==> src/rtl/imem_port_arbiter_if.sv <==
// imem_port_arbiter_if
//   Bundle of fetch, loader and BRAM-side signals around the instruction
//   memory arbiter.
//   slave  : arbiter side (takes requests and BRAM read data, drives grants,
//            returned data, BRAM address/we/wdata and the stall counter)
//   master : environment side (fetch unit, loader, BRAM)
interface imem_port_arbiter_if #(
  parameter int INST_DEPTH = 256
);
  localparam int AW = $clog2(INST_DEPTH);

  // fetch side
  logic          f_req;
  logic [AW-1:0] f_addr;
  logic          f_gnt;
  logic          f_rvalid;
  logic [31:0]   f_rdata;
  // loader / debug side
  logic          l_req;
  logic          l_we;
  logic          l_lock;
  logic [AW-1:0] l_addr;
  logic [31:0]   l_wdata;
  logic          l_gnt;
  logic          l_rvalid;
  logic [31:0]   l_rdata;
  // BRAM side
  logic [AW-1:0] mem_addr;
  logic          mem_we;
  logic [31:0]   mem_wdata;
  logic [31:0]   mem_rdata;
  // status
  logic [31:0]   stall_cnt;

  modport slave (
    input  f_req, f_addr, l_req, l_we, l_lock, l_addr, l_wdata, mem_rdata,
    output f_gnt, f_rvalid, f_rdata, l_gnt, l_rvalid, l_rdata,
           mem_addr, mem_we, mem_wdata, stall_cnt
  );

  modport master (
    output f_req, f_addr, l_req, l_we, l_lock, l_addr, l_wdata, mem_rdata,
    input  f_gnt, f_rvalid, f_rdata, l_gnt, l_rvalid, l_rdata,
           mem_addr, mem_we, mem_wdata, stall_cnt
  );
endinterface

==> src/rtl/imem_port_arbiter.sv <==
// imem_port_arbiter
//   Shares the single synchronous-read port of the instruction BRAM between
//   the CPU fetch unit and the program loader / debug port. Fetch is favoured;
//   the loader wins after MAX_WAIT consecutive losing cycles and can hold the
//   port across a burst with l_lock. Read ownership is tracked for one cycle
//   so BRAM data is flagged valid to the requester that issued the read.
//   Ports:
//     clk   : rising-edge clock
//     reset : synchronous, active-high
//     bus   : imem_port_arbiter_if.slave (fetch, loader, BRAM, stall_cnt)
//
//   state     | meaning
//   ----------+-------------------------------------------------------------
//   FETCH_PRI | fetch favoured, loader protected by the wait counter
//   LOAD_LOCK | loader burst in progress, loader has absolute priority
module imem_port_arbiter #(
  parameter int INST_DEPTH = 256,
  parameter int MAX_WAIT   = 4
) (
  input logic                 clk,
  input logic                 reset,
  imem_port_arbiter_if.slave  bus
);
  localparam int         AW         = $clog2(INST_DEPTH);
  localparam logic [3:0] MAX_WAIT_C = 4'(MAX_WAIT);

  typedef enum logic       {FETCH_PRI, LOAD_LOCK}            state_t;
  typedef enum logic [1:0] {OWN_NONE, OWN_FETCH, OWN_LOAD}   owner_t;

  state_t        state_q, state_d;
  logic [3:0]    wait_q, wait_d;
  owner_t        owner_q, owner_d;
  logic [31:0]   stall_q, stall_d;

  logic          f_gnt;
  logic          l_gnt;
  logic          locked;
  logic [AW-1:0] mem_addr_d;

  // Lock is sampled combinationally: the cycle l_lock drops is already
  // arbitrated with fetch-priority rules.
  always_comb begin
    f_gnt  = 1'b0;
    l_gnt  = 1'b0;
    locked = (state_q == LOAD_LOCK) && bus.l_lock;
    if (!reset) begin
      if (locked) begin
        l_gnt = bus.l_req;
        f_gnt = bus.f_req && !bus.l_req;
      end else if (bus.f_req && bus.l_req) begin
        if (wait_q == MAX_WAIT_C) l_gnt = 1'b1;
        else                      f_gnt = 1'b1;
      end else begin
        f_gnt = bus.f_req;
        l_gnt = bus.l_req;
      end
    end
  end

  always_comb begin
    state_d = (bus.l_lock && (locked || l_gnt)) ? LOAD_LOCK : FETCH_PRI;

    wait_d = 4'd0;
    if (bus.l_req && !l_gnt)
      wait_d = (wait_q >= MAX_WAIT_C) ? MAX_WAIT_C : wait_q + 4'd1;

    owner_d = OWN_NONE;
    if (f_gnt)                    owner_d = OWN_FETCH;
    else if (l_gnt && !bus.l_we)  owner_d = OWN_LOAD;

    stall_d = stall_q;
    if (bus.f_req && !f_gnt) stall_d = stall_q + 32'd1;
  end

  always_ff @(posedge clk) begin
    if (reset) begin
      state_q <= FETCH_PRI;
      wait_q  <= 4'd0;
      owner_q <= OWN_NONE;
      stall_q <= 32'd0;
    end else begin
      state_q <= state_d;
      wait_q  <= wait_d;
      owner_q <= owner_d;
      stall_q <= stall_d;
    end
  end

  // With no grant the fetch address is presented so the port idles on it.
  assign mem_addr_d    = l_gnt ? bus.l_addr : bus.f_addr;
  assign bus.mem_addr  = mem_addr_d;
  assign bus.mem_we    = l_gnt && bus.l_we;
  assign bus.mem_wdata = bus.l_wdata;

  assign bus.f_gnt     = f_gnt;
  assign bus.l_gnt     = l_gnt;

  // Gated with reset so a read in flight when reset hits never reports valid.
  assign bus.f_rvalid  = !reset && (owner_q == OWN_FETCH);
  assign bus.l_rvalid  = !reset && (owner_q == OWN_LOAD);
  assign bus.f_rdata   = bus.mem_rdata;
  assign bus.l_rdata   = bus.mem_rdata;

  assign bus.stall_cnt = stall_q;
endmodule

==> src/flat_wrapper.sv <==
// flat-port wrapper written by rule: the top's interface ports become plain ports
module imem_port_arbiter_flat 
#(
  parameter int INST_DEPTH = 256,
  parameter int MAX_WAIT   = 4
)
  (clk, reset, bus_f_req, bus_f_addr, bus_l_req, bus_l_we, bus_l_lock, bus_l_addr, bus_l_wdata, bus_mem_rdata, bus_f_gnt, bus_f_rvalid, bus_f_rdata, bus_l_gnt, bus_l_rvalid, bus_l_rdata, bus_mem_addr, bus_mem_we, bus_mem_wdata, bus_stall_cnt);
  imem_port_arbiter_if #(.INST_DEPTH(INST_DEPTH)) bus_i ();
  input logic clk;
  input logic reset;
  input wire logic [$bits(bus_i.f_req)-1:0] bus_f_req;
  input wire logic [$bits(bus_i.f_addr)-1:0] bus_f_addr;
  input wire logic [$bits(bus_i.l_req)-1:0] bus_l_req;
  input wire logic [$bits(bus_i.l_we)-1:0] bus_l_we;
  input wire logic [$bits(bus_i.l_lock)-1:0] bus_l_lock;
  input wire logic [$bits(bus_i.l_addr)-1:0] bus_l_addr;
  input wire logic [$bits(bus_i.l_wdata)-1:0] bus_l_wdata;
  input wire logic [$bits(bus_i.mem_rdata)-1:0] bus_mem_rdata;
  output wire logic [$bits(bus_i.f_gnt)-1:0] bus_f_gnt;
  output wire logic [$bits(bus_i.f_rvalid)-1:0] bus_f_rvalid;
  output wire logic [$bits(bus_i.f_rdata)-1:0] bus_f_rdata;
  output wire logic [$bits(bus_i.l_gnt)-1:0] bus_l_gnt;
  output wire logic [$bits(bus_i.l_rvalid)-1:0] bus_l_rvalid;
  output wire logic [$bits(bus_i.l_rdata)-1:0] bus_l_rdata;
  output wire logic [$bits(bus_i.mem_addr)-1:0] bus_mem_addr;
  output wire logic [$bits(bus_i.mem_we)-1:0] bus_mem_we;
  output wire logic [$bits(bus_i.mem_wdata)-1:0] bus_mem_wdata;
  output wire logic [$bits(bus_i.stall_cnt)-1:0] bus_stall_cnt;
  assign bus_i.f_req = bus_f_req;
  assign bus_i.f_addr = bus_f_addr;
  assign bus_i.l_req = bus_l_req;
  assign bus_i.l_we = bus_l_we;
  assign bus_i.l_lock = bus_l_lock;
  assign bus_i.l_addr = bus_l_addr;
  assign bus_i.l_wdata = bus_l_wdata;
  assign bus_i.mem_rdata = bus_mem_rdata;
  assign bus_f_gnt = bus_i.f_gnt;
  assign bus_f_rvalid = bus_i.f_rvalid;
  assign bus_f_rdata = bus_i.f_rdata;
  assign bus_l_gnt = bus_i.l_gnt;
  assign bus_l_rvalid = bus_i.l_rvalid;
  assign bus_l_rdata = bus_i.l_rdata;
  assign bus_mem_addr = bus_i.mem_addr;
  assign bus_mem_we = bus_i.mem_we;
  assign bus_mem_wdata = bus_i.mem_wdata;
  assign bus_stall_cnt = bus_i.stall_cnt;
  imem_port_arbiter #(.INST_DEPTH(INST_DEPTH), .MAX_WAIT(MAX_WAIT)) u_core (.clk(clk), .reset(reset), .bus(bus_i));
endmodule
==> config.mk <==
export PLATFORM = sky130hd
export DESIGN_NAME = imem_port_arbiter_flat
export DESIGN_NICKNAME = d
export VERILOG_FILES = /design/src/rtl/imem_port_arbiter_if.sv /design/src/rtl/imem_port_arbiter.sv /design/src/flat_wrapper.sv
export SDC_FILE = /design/constraint.sdc
export NUM_CORES = 1
export LEC_CHECK = 0
export CAP_MARGIN = 30
export CORE_MARGIN = 3
export CORE_UTILIZATION = 30
export DETAILED_ROUTE_END_ITERATION = 12
export HOLD_SLACK_MARGIN = 0.03
export PLACE_DENSITY = 0.77
export SYNTH_ARGS = -nofsm -noshare
export SYNTH_HDL_FRONTEND = slang
export SYNTH_SLANG_ARGS = --single-unit
==> constraint.sdc <==
create_clock -name clk -period 1.68 [get_ports clk]
set_clock_uncertainty 0.05 [all_clocks]
set_input_delay 0.252 -clock clk [delete_from_list [all_inputs] [get_ports clk]]
set_output_delay 0.252 -clock clk [all_outputs]
set_load 0.03 [all_outputs]
# Yosys cells after proc, flatten, opt, wreduce, memory -nomap -nowiden
# Cells that the tools add are included.
[op_classes]
add_sub_neg = 2
order_cmp = 1
n_reduce_logical = 19
muxes = 13
eq_ne = 3
n_bitwise = 1
[op_table]
columns = ["operator", "n"]
rows = [
  ["adder 32 x 1 -> 32 bit (second input constant)", 1],
  ["logical AND 1 bit", 10],
  ["2-to-1 mux 1 bit", 10],
  ["2-to-1 mux 8 bit", 1],
  ["logical NOT 1 bit", 5],
  ["adder 4 x 1 -> 4 bit (second input constant)", 1],
  ["== test 4 x 3 -> 1 bit (second input constant)", 1],
  [">= comparator 4 x 3 -> 1 bit (second input constant)", 1],
  ["OR reduction 2 bit", 2],
  ["2-to-1 mux 3 bit", 1],
  ["OR reduction 3 bit", 1],
  ["== test 2 x 1 -> 1 bit (second input constant)", 1],
  ["== test 2 bit (second input constant)", 1],
  ["2-to-1 mux 2 bit", 1],
  ["logical OR 1 bit", 1],
  ["inverter 1 bit", 1],
]
[totals]
register_bits = 39
in_bits = 86
output_inout_bits = 141
wordCells = 45

# Logic depth before layout (Yosys ltp)
# Gate-level depths: netlist of the first run.
[depth]
ltp_word = 9
mapped_depth = 9
depth_no_buf = 6

# Worst setup path after synthesis of the first run
# Ideal clock, no wire load.
[synth_path]
kind = "register to output"
from = "reg u_core.wait_q[0]"
to = "out bus_mem_addr[1]"
setup_slack_ns = -0.396
path_buffers = 1
stages_incl_launch_ff = 7
required_ns = 1.378
t_arrival_ns = 1.774
path_cell_list = "dfxtp_1 inv_1 ha_1 nand3b_1 a311oi_1 buf_2 mux2_2"
[synth_between]
elab_chain_len = 6
[synth_lines]
columns = ["item", "line_no", "rtl"]
rows = [
  ["start: declaration", "imem_port_arbiter.sv:31", "logic [3:0] wait_q, wait_d;"],
  ["start signal: assignment", "imem_port_arbiter.sv:83", "wait_q <= wait_d;"],
  ["== test 4 x 3 -> 1 bit", "imem_port_arbiter.sv:51", "if (wait_q == MAX_WAIT_C) l_gnt = 1'b1;"],
  ["2-to-1 mux 1 bit", "imem_port_arbiter.sv:51", ""],
  ["2-to-1 mux 1 bit", "imem_port_arbiter.sv:50", "end else if (bus.f_req && bus.l_req) begin"],
  ["2-to-1 mux 1 bit", "imem_port_arbiter.sv:47", "if (locked) begin"],
  ["2-to-1 mux 1 bit", "imem_port_arbiter.sv:46", "if (!reset) begin"],
  ["net bus_l_gnt", "flat_wrapper.sv:22", "output wire logic [$bits(bus_i.l_gnt)-1:0] bus_l_gnt;"],
  ["2-to-1 mux 8 bit", "imem_port_arbiter.sv:90", "assign mem_addr_d = l_gnt ? bus.l_addr : bus.f_addr;"],
  ["end: declaration", "flat_wrapper.sv:25", "output wire logic [$bits(bus_i.mem_addr)-1:0] bus_mem_addr;"],
]
# The timed path passes the listed nets, and every way through them passes these cells.

# Final worst setup path of the first run
[layout_path]
from = "reg u_core.wait_q[0]"
to = "out bus_mem_addr[5]"
[layout_between]
elab_chain_len = 6
[layout_lines]
columns = ["item", "line_no"]
rows = [
  ["== test 4 x 3 -> 1 bit", "imem_port_arbiter.sv:51"],
  ["2-to-1 mux 1 bit", "imem_port_arbiter.sv:51"],
  ["2-to-1 mux 1 bit", "imem_port_arbiter.sv:50"],
  ["2-to-1 mux 1 bit", "imem_port_arbiter.sv:47"],
  ["2-to-1 mux 1 bit", "imem_port_arbiter.sv:46"],
  ["2-to-1 mux 8 bit", "imem_port_arbiter.sv:90"],
]
# Every way passes these cells.

==> impl_results.md, run 1 <==
* Outcome: complete, but fails checks
* Failing checks: negative setup slack
* Pin count of the biggest net entering global routing at 39
* Final period util at 136%
* F_max at ~0.44 GHz
* Syn_nets at roughly 420
* Vias in the first global route at about 2800
* Ratio of cells with drive above 1 in the final layout at slightly below 60%
* Worst skew pair latency at 310 ps
* Starting Density at a little under a third
* Sequential share of the synthesized area at 27.2%
* Overflow after GRT at 0
* Final setup viols at 43
* DIE AREA at 10800 µm²
* Share of the synthesized area in the top cell type at between 20% and 30%
* Final Total Pwr at roughly 2300 µW
* Cts bufs inserted at 5
* Hpwl dp at 5.65 mm
* Worst-path cell chain: inv_2, ha_4, nand3b_1, a311oi_4, buf_6, mux2_4, buf_6
* Final antenna-violating net count at 0
* Hold_buf cts at 0
* H-tree levels at 2
* Post-synth EDFFs at 0
* DR WL/cell at between 15 and 20 µm
* Yosys cell types at 48
* Fraction of registers with async set/reset at 0%
* Top cell family by delay on the critical path: buffers and inverters
* Crit path buffers/inverters at 3
* Pre-antenna DRT Iters at 4
* 1st-iter DRT viols at 104
* PwrDens at ~520 nW/µm²
* Fillers at approximately 860
* Final nets at 470
* HP Class: in -> reg
* Worst IR drop on VDD at ~0.48 mV
* Core ar. at 9280 µm²
* Clk root buf: clkbuf_8
* Dpl cell area at around 3400 µm²
* Number of I/O port buffers at 66
* Final min period at approximately 2300 ps
* I/O Pins at 227
* Cell Area, Synth at between 2000 and 3000 µm²
* Post-route worst setup slack at -601 ps
* Wirelength, routed at approximately 9.0 mm
* YS warnings at 0
* Clock sinks at 39
* CTS Buffer Depth at 2
* Fin. Hold Viols at 0
* Final Cell Area at ~4300 µm²
* Crit-path most repeated cell: buf_6
* Number of diodes at 0
* Rows at 35
* Drt drc at 0
* Yosys reg bits at 39
* Slew Limit Fails at 0
* Avg Inst Size Synth at 8.69 µm²
* Clock transition at path regs at around 80 ps
* Pleak at between 0.0015 and 0.002 µW
* CTS tree: built
* CP Launch Type: flip-flop
* Via count at about 2600
* GP Congestion at a little under 0.8
* Top post-synthesis cells by area: dfxtp_1 (27%), buf_4 (26%), mux2_2 (5.1%)
* P&R area growth vs syn at 49.9%
* Slowest library cell on the worst path: a311oi_4
* Die extent in y at ~100 µm
* CP peak stage delay at between 300 and 400 ps
* Main synth FF type: dfxtp_1
* Chip width at roughly 100 µm
* Wire length of the first global-routing pass at 13.6 mm
* RSZ-0062 raised after global routing: yes
* Worst EP required at between 1000 and 1500 ps
* Nature of the critical path endpoint: output port
* Critical path fanouts, max at 5
* Drt via density at approximately 5
* Cells after Synth at 330
* CP arrival at between 1500 and 2000 ps
* Initial antenna violation count at 0
* GRT Overall Usage at between 15 and 20%
* Final setup TNS at -9710 ps
* MaxCap Viol Count at 0
* WS Path Type: reg -> out
* Yosys top cell by area: dfxtp_1
-- through the flow --
step | worst slack [ps] | util [%] | std cells | hold slack (ps)
3_3_place_gp | -759 | 36.8 | 473 | 425
6_report | -601 | 46.3 | 511 | 269
5_1_grt | -672 | 46.3 | 511 | 278
4_1_cts | -642 | 42.3 | 503 | 454
2_1_floorplan | -126 | - | 330 | 293
3_5_place_dp | -797 | 36.8 | 473 | 436
-- area by class of cell --
type                    count  area, µm²  area share (%)
repair buffers            148       1360            31.7
clock buffers               5       68.8            1.60
clock inverters             3       66.3            1.54
inverters                   8       30.0           0.698
multi-input cells         179       1780            41.4
flip-flops and latches     39        828            19.3
well taps                 129        161            3.75
-- synthesized netlist by cell type, types with 2 or more instances --
master    count
buf_4        98
dfxtp_1      39
a21oi_1      21
nor2_1       16
o31ai_1      14
or4_1        14
mux2_2       13
nand2_1      12
inv_1         8
nor2b_1       8
nand3_1       7
nor4_1        6
nand4_1       5
or3_1         5
and4_1        4
buf_6         4
clkbuf_1      4
o21ai_0       4
and2_1        3
ha_1          3
mux2_1        3
nor3b_1       3
nor4_2        3
xor2_1        3
and3_1        2
and4_2        2
buf_2         2
nand4_4       2
o211ai_1      2
o21a_1        2
-- registers in the layout (all words and copies together) (netlist names) --
name / cells
u_core.state_q: 1
u_core.wait_q: 4
u_core.owner_q: 2
u_core.bus.stall_cnt: 32
-- worst paths after layout --
check	from	endpoint	slack [ps]	cells past startpoint
hold / removal	bus_l_req	u_core.owner_q[0]	270	3
setup / recovery	u_core.wait_q[0]	bus_mem_addr[5]	-600	7
hold reg to reg	u_core.bus.stall_cnt[4]	u_core.bus.stall_cnt[4]	450	2
setup reg to reg	u_core.wait_q[0]	u_core.bus.stall_cnt[25]	-230	9
-- where the power goes --
group / switching (µW) / internal (µW) / total [µW] / leakage, µW
Combinational: 165 / 180 / 345 / 0.00149
Sequential: 6.27 / 926 / 932 / 0.000331
Clock: 380 / 594 / 974 / 0.0000687
-- worst reg2reg max path: cells and delay by family, from the launching register on --
family,cells,cell delay (ps)
mux,1,330
compound gates,1,100
buf+inv,4,460
flops,1,330
simple gates,2,400
fa+ha+maj,1,130
-- routing by layer --
metal	vias up	part of all wire, %	global-route usage, %
met4	0	4.1	6.93
met1	1232	35	15.0
met5	-	0	0
met3	56	7.2	4.86
li1	1193	-	-
met2	123	54	28.8
-- placed cells by master (no fill, tap or decap), types with 4 or more instances in the layout --
cell type        instances
buf_4                   58
buf_6                   36
dlygate4sd2_1           30
dfxtp_2                 23
clkdlybuf4s50_1         18
mux2_4                  14
nor2_1                  14
a21oi_2                 13
dfxtp_1                 11
nand2_1                 10
or4_4                    9
o31ai_1                  8
nor2b_1                  8
nor4_4                   8
a21oi_1                  7
inv_1                    6
nand3_1                  6
nand4_1                  5
or4_1                    5
clkbuf_8                 5
dfxtp_4                  5
o211ai_4                 4
dlymetal6s2s_1           4
-- logic make-up after synthesis --
group / after synthesis / share of synthesized area [%]
buffers and inverters: 116 / 29.1
other: 1 / 0.131
xor gates and xnor gates: 4 / 1.22
DFF: 39 / 27.2
and+or+nand+nor: 100 / 22.8
AOI/OAI and AO/OA: 50 / 11.6
adders and majority gates: 3 / 1.31
muxes: 17 / 6.63
-- repair_timing --
action	in CTS	in global routing
gates cloned	5	0
setup buffers	17	8
pin swaps	44	29
gates resized for setup	100	67
setup endpoints to repair	69	50
Note: power is estimated with default switching activity, not from simulation.
==> run 2: changes to the inputs <==
--- a/config.mk
+++ b/config.mk
@@ -6,11 +6,13 @@
 export NUM_CORES = 1
 export LEC_CHECK = 0
 export CAP_MARGIN = 30
+export CORE_ASPECT_RATIO = 0.5
 export CORE_MARGIN = 3
 export CORE_UTILIZATION = 30
 export DETAILED_ROUTE_END_ITERATION = 12
+export GPL_ROUTABILITY_DRIVEN = 0
 export HOLD_SLACK_MARGIN = 0.03
-export PLACE_DENSITY = 0.77
+export PLACE_DENSITY = 0.88
 export SYNTH_ARGS = -nofsm -noshare
 export SYNTH_HDL_FRONTEND = slang
 export SYNTH_SLANG_ARGS = --single-unit
==> impl_results.md, run 2 (same netlist as run 1, synthesis figures left out) <==
* Dpl cell area at 3460 µm² (was 3420 µm²)
* Register share of total power at 38.4% (was 41.4%)
* Drt via density at 5.70 (was 5.10)
* Chip width at 144 µm (was 104 µm)
* Clk root buf: clkbuf_16 (was clkbuf_8)
* DR WL met2 at 5.14 mm (was 4.86 mm)
* Post-Layout Cell Count at 511 (unchanged)
* DR WL/cell at 21.1 µm (was 17.7 µm)
* Pin count of the biggest net entering global routing at 31 (was 39)
* H-tree levels at 2 (unchanged)
* Combinational cell fraction of total power at 15.2% (was 15.3%)
* Drt drc at 0 (unchanged)
* Wirelength, routed at 10.8 mm (was 9.05 mm)
* Initial antenna violation count at 0 (unchanged)
* WS Path Type: reg -> out (unchanged)
* Slowest library cell on the worst path: dfxtp_2 (was a311oi_4)
* Crit path capture: bus_mem_addr[1] (was bus_mem_addr[5])
* Psw at 611 µW (was 551 µW)
* GRT Overall Usage at 16.1% (was 15.2%)
* Worst skew pair latency at 310 ps (about the same)
* Wire length of the first global-routing pass at 13.9 mm (was 13.6 mm)
* CTS tree: built (unchanged)
* Hold Path Depth at 3 (unchanged)
* Final antenna-violating net count at 0 (unchanged)
* Highest routed layer: met4 (unchanged)
* Overflow after GRT at 0 (unchanged)
* Reg-to-reg endpoint: u_core.bus.stall_cnt[12] (was u_core.bus.stall_cnt[25])
* P_int at 1810 µW (was 1700 µW)
* F_max at 0.445 GHz (was 0.438 GHz)
* Post-route worst setup slack at -568 ps (was -601 ps)
* Most frequent cells in the layout: buf_4 (76), dlygate4sd2_1 (26), buf_6 (26), dfxtp_2 (24), clkdlybuf4s50_1 (22) (was buf_4 (58), buf_6 (36), dlygate4sd2_1 (30), dfxtp_2 (23), clkdlybuf4s50_1 (18))
* CP Launch Type: flip-flop (unchanged)
* RR Startpoint: u_core.wait_q[1] (was u_core.wait_q[0])
* Final period util at 134% (was 136%)
* MaxCap Viol Count at 0 (unchanged)
* I/O Pins at 227 (unchanged)
* Outcome: complete, but fails checks (unchanged)
* Final nets at 482 (was 470)
* Clock group share of total power at 46.4% (was 43.3%)
* Ratio of cells with drive above 1 in the final layout at 60.2% (was 57.9%)
* Failing checks: negative setup slack (unchanged)
* Pre-antenna DRT Iters at 5 (was 4)
* 1st-iter DRT viols at 381 (was 104)
* Rows at 24 (was 35)
* Worst-path cell chain: inv_2, ha_4, nand3b_1, a311oi_2, buf_4, buf_8, mux2_4, buf_6 (was inv_2, ha_4, nand3b_1, a311oi_4, buf_6, mux2_4, buf_6)
* Worst IR drop on VDD at 0.348 mV (was 0.476 mV)
* Final setup viols at 41 (was 43)
* RSZ-0062 raised after global routing: yes (unchanged)
* PwrDens at 549 nW/µm² (was 523 nW/µm²)
* Nature of the critical path endpoint: output port (unchanged)
* Via count at 2914 (was 2604)
* Critical path fanouts, max at 8 (was 5)
* Number of diodes at 0 (unchanged)
* CP arrival at 1950 ps (was 1980 ps)
* Max reg flops at 32 (unchanged)
* WL met3 at 1.06 mm (was 647 µm)
* Fin. Hold Viols at 0 (unchanged)
* CP Depth at 8 (was 7)
* CP peak stage delay at 320 ps (was 350 ps)
* Pleak at 0.00191 µW (was 0.00189 µW)
* P&R area growth vs syn at 54.0% (was 49.9%)
* Worst R2R Path Depth at 8 (was 9)
* Fillers at 698 (was 862)
* Final Cell Area at 4420 µm² (was 4300 µm²)
* Crit path buffers/inverters at 4 (was 3)
* Reg2Reg Setup Slack at -310 ps (was -230 ps)
* Dpl cells at 466 (was 473)
* HP Class: in -> reg (unchanged)
* Hpwl dp at 4.90 mm (was 5.65 mm)
* DIE AREA at 10800 µm² (about the same)
* Worst EP required at 1380 ps (about the same)
* Number of I/O port buffers at 66 (unchanged)
* Starting Density at 31.8% (was 30.9%)
* Clock sinks at 39 (unchanged)
* Vias in the first global route at 2833 (was 2797)
* Top cell family by delay on the critical path: buffers and inverters (unchanged)
* Core ar. at 9010 µm² (was 9280 µm²)
* Sw frac at 25.2% (was 24.5%)
* Cts bufs inserted at 5 (unchanged)
* Clock transition at path regs at 60 ps (was 80 ps)
* Met1 wire length at 4.01 mm (was 3.17 mm)
* Final min period at 2250 ps (was 2280 ps)
* Commonest non-fill, non-tap cell in the layout: buf_4 (unchanged)
* CP Launch Point: u_core.wait_q[1] (was u_core.wait_q[0])
* Die extent in y at 75.2 µm (was 104 µm)
* Final setup TNS at -10470 ps (was -9710 ps)
* CTS Buffer Depth at 2 (unchanged)
* Slew Limit Fails at 0 (unchanged)
[run 2: cell count changes in the layout (fill, tap and decap cells not counted), moves of 3 or more]
| cell | before | now |
|---|---|---|
| dlygate4sd2_1 | 30 | 26 |
| and4_4 | 3 | 6 |
| buf_12 | 1 | 4 |
| o31ai_1 | 8 | 5 |
| buf_4 | 58 | 76 |
| clkbuf_8 | 5 | 0 |
| nor4_4 | 8 | 5 |
| clkdlybuf4s50_1 | 18 | 22 |
| clkbuf_16 | 0 | 5 |
| buf_6 | 36 | 26 |
[run 2: final cells by class]
| class | count | area, µm² | area share (%) |
|---|---|---|---|
| Inverter | 8 | 30.0 | 0.680 |
| Tap cell | 117 | 146 | 3.31 |
| Clock buffer | 5 | 125 | 2.83 |
| Clock inverter | 3 | 38.8 | 0.878 |
| Sequential cell | 39 | 833 | 18.9 |
| Timing Repair Buffer | 161 | 1480 | 33.4 |
| Multi-Input combinational cell | 178 | 1770 | 40.0 |
[run 2: worst min path at each step]
stage                                     endpoint                     start
final                            u_core.owner_q[0]                 bus_l_req
after global routing             u_core.owner_q[0]                 bus_l_req
after CTS                  u_core.bus.stall_cnt[4]   u_core.bus.stall_cnt[4]
after detailed placement   u_core.bus.stall_cnt[4]   u_core.bus.stall_cnt[4]
after global placement    u_core.bus.stall_cnt[24]  u_core.bus.stall_cnt[24]
after floorplan                  u_core.owner_q[0]                 bus_l_req
[run 2: repair_timing]
action | in CTS | in global routing
cloned | 3 | 0
gates resized for setup | 89 | 74
endpoints found under the setup margin | 67 | 47
pin swaps | 28 | 36
hold buffers | 0 | 0
setup buffers | 18 | 17
[run 2: worst reg2reg max path: stages (launching register included)]
cell and delay, ps:
dfxtp_2 320, inv_2 60, ha_4 120, and3b_2 330, buf_6 170, o211ai_1 160, buf_4 200, o31ai_1 280
a21oi_1 150
[run 2: per-layer routing]
layer,vias to the layer above,track usage [%]
met5,-,0
met4,0,10.1
met3,63,4.19
met2,221,29.5
met1,1420,16.8
li1,1210,-
[run 2: power groups by stage]
stage,sequential (µW),combinational (µW),clock (µW)
after floorplan,960,560,0
after global placement,952,269,0
after detailed placement,952,276,0
after CTS,932,339,1090
after global routing,933,387,1160
final,932,368,1120
[run 2: metrics by stage]
step	worst slack, ps	hold WS [ps]	power, µW	util, %
global route	-651	302	2480	49.1
CTS	-539	444	2360	44.4
detailed placement	-779	437	1230	38.4
finish	-568	284	2430	49.1
global placement	-725	426	1220	38.4
floorplan	-126	293	1520	-
==> run 3: changes to the inputs <==
--- a/config.mk
+++ b/config.mk
@@ -8,11 +8,11 @@
 export CAP_MARGIN = 30
 export CORE_ASPECT_RATIO = 0.5
 export CORE_MARGIN = 3
-export CORE_UTILIZATION = 30
+export CORE_UTILIZATION = 36
 export DETAILED_ROUTE_END_ITERATION = 12
 export GPL_ROUTABILITY_DRIVEN = 0
 export HOLD_SLACK_MARGIN = 0.03
-export PLACE_DENSITY = 0.88
+export PLACE_DENSITY = 0.95
 export SYNTH_ARGS = -nofsm -noshare
 export SYNTH_HDL_FRONTEND = slang
 export SYNTH_SLANG_ARGS = --single-unit
==> constraint.sdc (replaced) <==
create_clock -name clk -period 2.7 [get_ports clk]
set_clock_uncertainty 0.05 [all_clocks]
set_input_delay 0.405 -clock clk [delete_from_list [all_inputs] [get_ports clk]]
set_output_delay 0.405 -clock clk [all_outputs]
set_load 0.03 [all_outputs]
==> impl_results.md, run 3 (same netlist as run 1, synthesis figures left out) <==
* Starting Density at 38.2% (was 31.8%)
* Dpl cell area at 3020 µm² (was 3460 µm²)
* Pleak at 0.00114 µW (was 0.00191 µW)
* Reg-to-reg endpoint: u_core.bus.stall_cnt[19] (was u_core.bus.stall_cnt[12])
* Overflow after GRT at 0 (unchanged)
* CP arrival at 2140 ps (was 1950 ps)
* Clock transition at path regs at 60 ps (about the same)
* Clk root buf: clkbuf_16 (unchanged)
* Final setup TNS at 0 ps (was -10470 ps)
* Most frequent cells in the layout: clkdlybuf4s50_1 (53), dfxtp_1 (39), buf_4 (27), a21oi_1 (21), nor2_1 (16) (was buf_4 (76), dlygate4sd2_1 (26), buf_6 (26), dfxtp_2 (24), clkdlybuf4s50_1 (22))
* RR Startpoint: u_core.wait_q[0] (was u_core.wait_q[1])
* Worst skew pair latency at 280 ps (was 310 ps)
* Chip width at 132 µm (was 144 µm)
* Worst IR drop on VDD at 0.237 mV (was 0.348 mV)
* Hpwl dp at 4.39 mm (was 4.90 mm)
* GRT Overall Usage at 12.7% (was 16.1%)
* Top cell family by delay on the critical path: buffers and inverters (unchanged)
* RSZ-0062 raised after global routing: no (was yes)
* Initial antenna violation count at 0 (unchanged)
* H-tree levels at 2 (unchanged)
* Worst R2R Path Depth at 6 (was 8)
* Dpl cells at 416 (was 466)
* Wire length of the first global-routing pass at 9.89 mm (was 13.9 mm)
* Via count at 2208 (was 2914)
* Hold Path Depth at 1 (was 3)
* Outcome: completed (was complete, but fails checks)
* DIE AREA at 9140 µm² (was 10800 µm²)
* CTS Buffer Depth at 2 (unchanged)
* Final period util at 96.0%
* Post-Layout Cell Count at 427 (was 511)
* CTS tree: built (unchanged)
* Number of diodes at 0 (unchanged)
* Hold_sp: u_core.wait_q[0] (was bus_l_req)
* Drt via density at 5.17 (was 5.70)
* I/O Pins at 227 (unchanged)
* 1st-iter DRT viols at 107 (was 381)
* Final antenna-violating net count at 0 (unchanged)
* Core ar. at 7510 µm² (was 9010 µm²)
* Final min period at ~2600 ps
* Clock sinks at 39 (unchanged)
* PwrDens at 442 nW/µm² (was 549 nW/µm²)
* Worst EP required at 2250 ps (was 1380 ps)
* Reg2Reg Setup Slack at 610 ps (was -310 ps)
* Pre-antenna DRT Iters at 4 (was 5)
* Nature of the critical path endpoint: output port (unchanged)
* Vias in the first global route at 2146 (was 2833)
* Pin count of the biggest net entering global routing at 41 (was 31)
* Rows at 22 (was 24)
* Crit path buffers/inverters at 4 (unchanged)
* Critical path fanouts, max at 4 (was 8)
* Max reg flops at 32 (unchanged)
* F_max at a little under 0.4 GHz
* HP Class: reg -> reg (was in -> reg)
* Ratio of cells with drive above 1 in the final layout at 21.6% (was 60.2%)
* Final setup viols at 0 (was 41)
* Number of I/O port buffers at 66 (unchanged)
* CP Launch Type: input pin (was flip-flop)
* Final nets at 407 (was 482)
* P&R area growth vs syn at 10.5% (was 54.0%)
* Rel. slew slack at approximately three fifths
* Slowest library cell on the worst path: clkdlybuf4s50_1 (was dfxtp_2)
* CP peak stage delay at 500 ps (was 320 ps)
* Commonest non-fill, non-tap cell in the layout: clkdlybuf4s50_1 (was buf_4)
* Worst Tran Pin Value at between 600 and 700 ps
* Drt drc at 0 (unchanged)
* Die extent in y at 69.1 µm (was 75.2 µm)
* Slew Limit Fails at 0 (unchanged)
* WS Path Type: in -> out (was reg -> out)
* Final Cell Area at 3170 µm² (was 4420 µm²)
* Fin. Hold Viols at 0 (unchanged)
* DR WL/cell at 13.8 µm (was 21.1 µm)
* Worst-path cell chain: clkdlybuf4s50_1, inv_1, a311oi_2, buf_4, mux2_2, dlygate4sd2_1 (was inv_2, ha_4, nand3b_1, a311oi_2, buf_4, buf_8, mux2_4, buf_6)
* Min-Delay Endpoint: u_core.wait_q[0] (was u_core.owner_q[0])
* Wirelength, routed at 5.89 mm (was 10.8 mm)
* Hold_buf cts at 0 (unchanged)
* MaxCap Viol Count at 0 (unchanged)
* Cts bufs inserted at 5 (unchanged)
[run 3: changes by cell type in the layout (fill, tap and decap cells not counted), moves of 14 or more]
cell             before  now
a21oi_1               5   21
dlygate4sd2_1        26    1
a21oi_2              14    0
dfxtp_1               9   39
clkdlybuf4s50_1      22   53
buf_6                26    0
dfxtp_2              24    0
buf_4                76   27
[run 3: worst max-delay path by stage]
stage,from,to,cells after the start
finish,bus_l_req,bus_mem_addr[5],6
global route,bus_l_lock,bus_mem_addr[5],6
CTS,u_core.wait_q[0],bus_mem_addr[3],7
detailed placement,bus_l_lock,bus_mem_addr[3],6
global placement,bus_l_lock,bus_mem_addr[5],6
floorplan,u_core.wait_q[0],bus_mem_addr[1],6
[run 3: final cells by class]
type                    count  area [µm²]
fillers                   711        4340
clock buffers               5         125
multi-input cells         175        1260
flip-flops and latches     39         781
clock inverters             3        43.8
repair buffers             89         797
well taps                 108         135
inverters                   8        30.0
[run 3: layer usage]
| metal | global-route usage (%) | vias up | routed length, µm |
|---|---|---|---|
| met5 | 0 | - | 0 |
| met4 | 6.22 | 0 | 168 |
| met3 | 4.08 | 37 | 430 |
| met2 | 23.2 | 73 | 3090 |
| met1 | 13.2 | 1042 | 2210 |
| li1 | - | 1056 | - |
[run 3: worst reg2reg max path: stages (launching register included)]
cell      delay [ps]
dfxtp_1          350
inv_1             50
ha_1             210
and3b_1          260
o211ai_4         570
nor4_1           150
mux2_1           350
[run 3: where the power goes]
| group | internal [µW] | switching (µW) | total [µW] |
|---|---|---|---|
| registers | 581 | 4.58 | 585 |
| clock network | 435 | 232 | 667 |
| logic | 73.5 | 76.3 | 150 |
[run 3: metrics by stage]
step / setup slack [ps] / hold WS [ps] / util [%] / power (µW)
after floorplan: 471 / 379 / - / 941
after global placement: -95.1 / 395 / 40.1 / 750
after detailed placement: -158 / 402 / 40.1 / 753
after CTS: 44.6 / 410 / 42.2 / 1420
after global routing: 13.4 / 423 / 42.2 / 1450
final: 107 / 408 / 42.2 / 1400
[run 3: repair_timing]
item / in CTS / in global routing
setup endpoints to repair: 8 / 8
pin swaps: 0 / 1
setup buffers: 0 / 3
resized for setup: 8 / 14
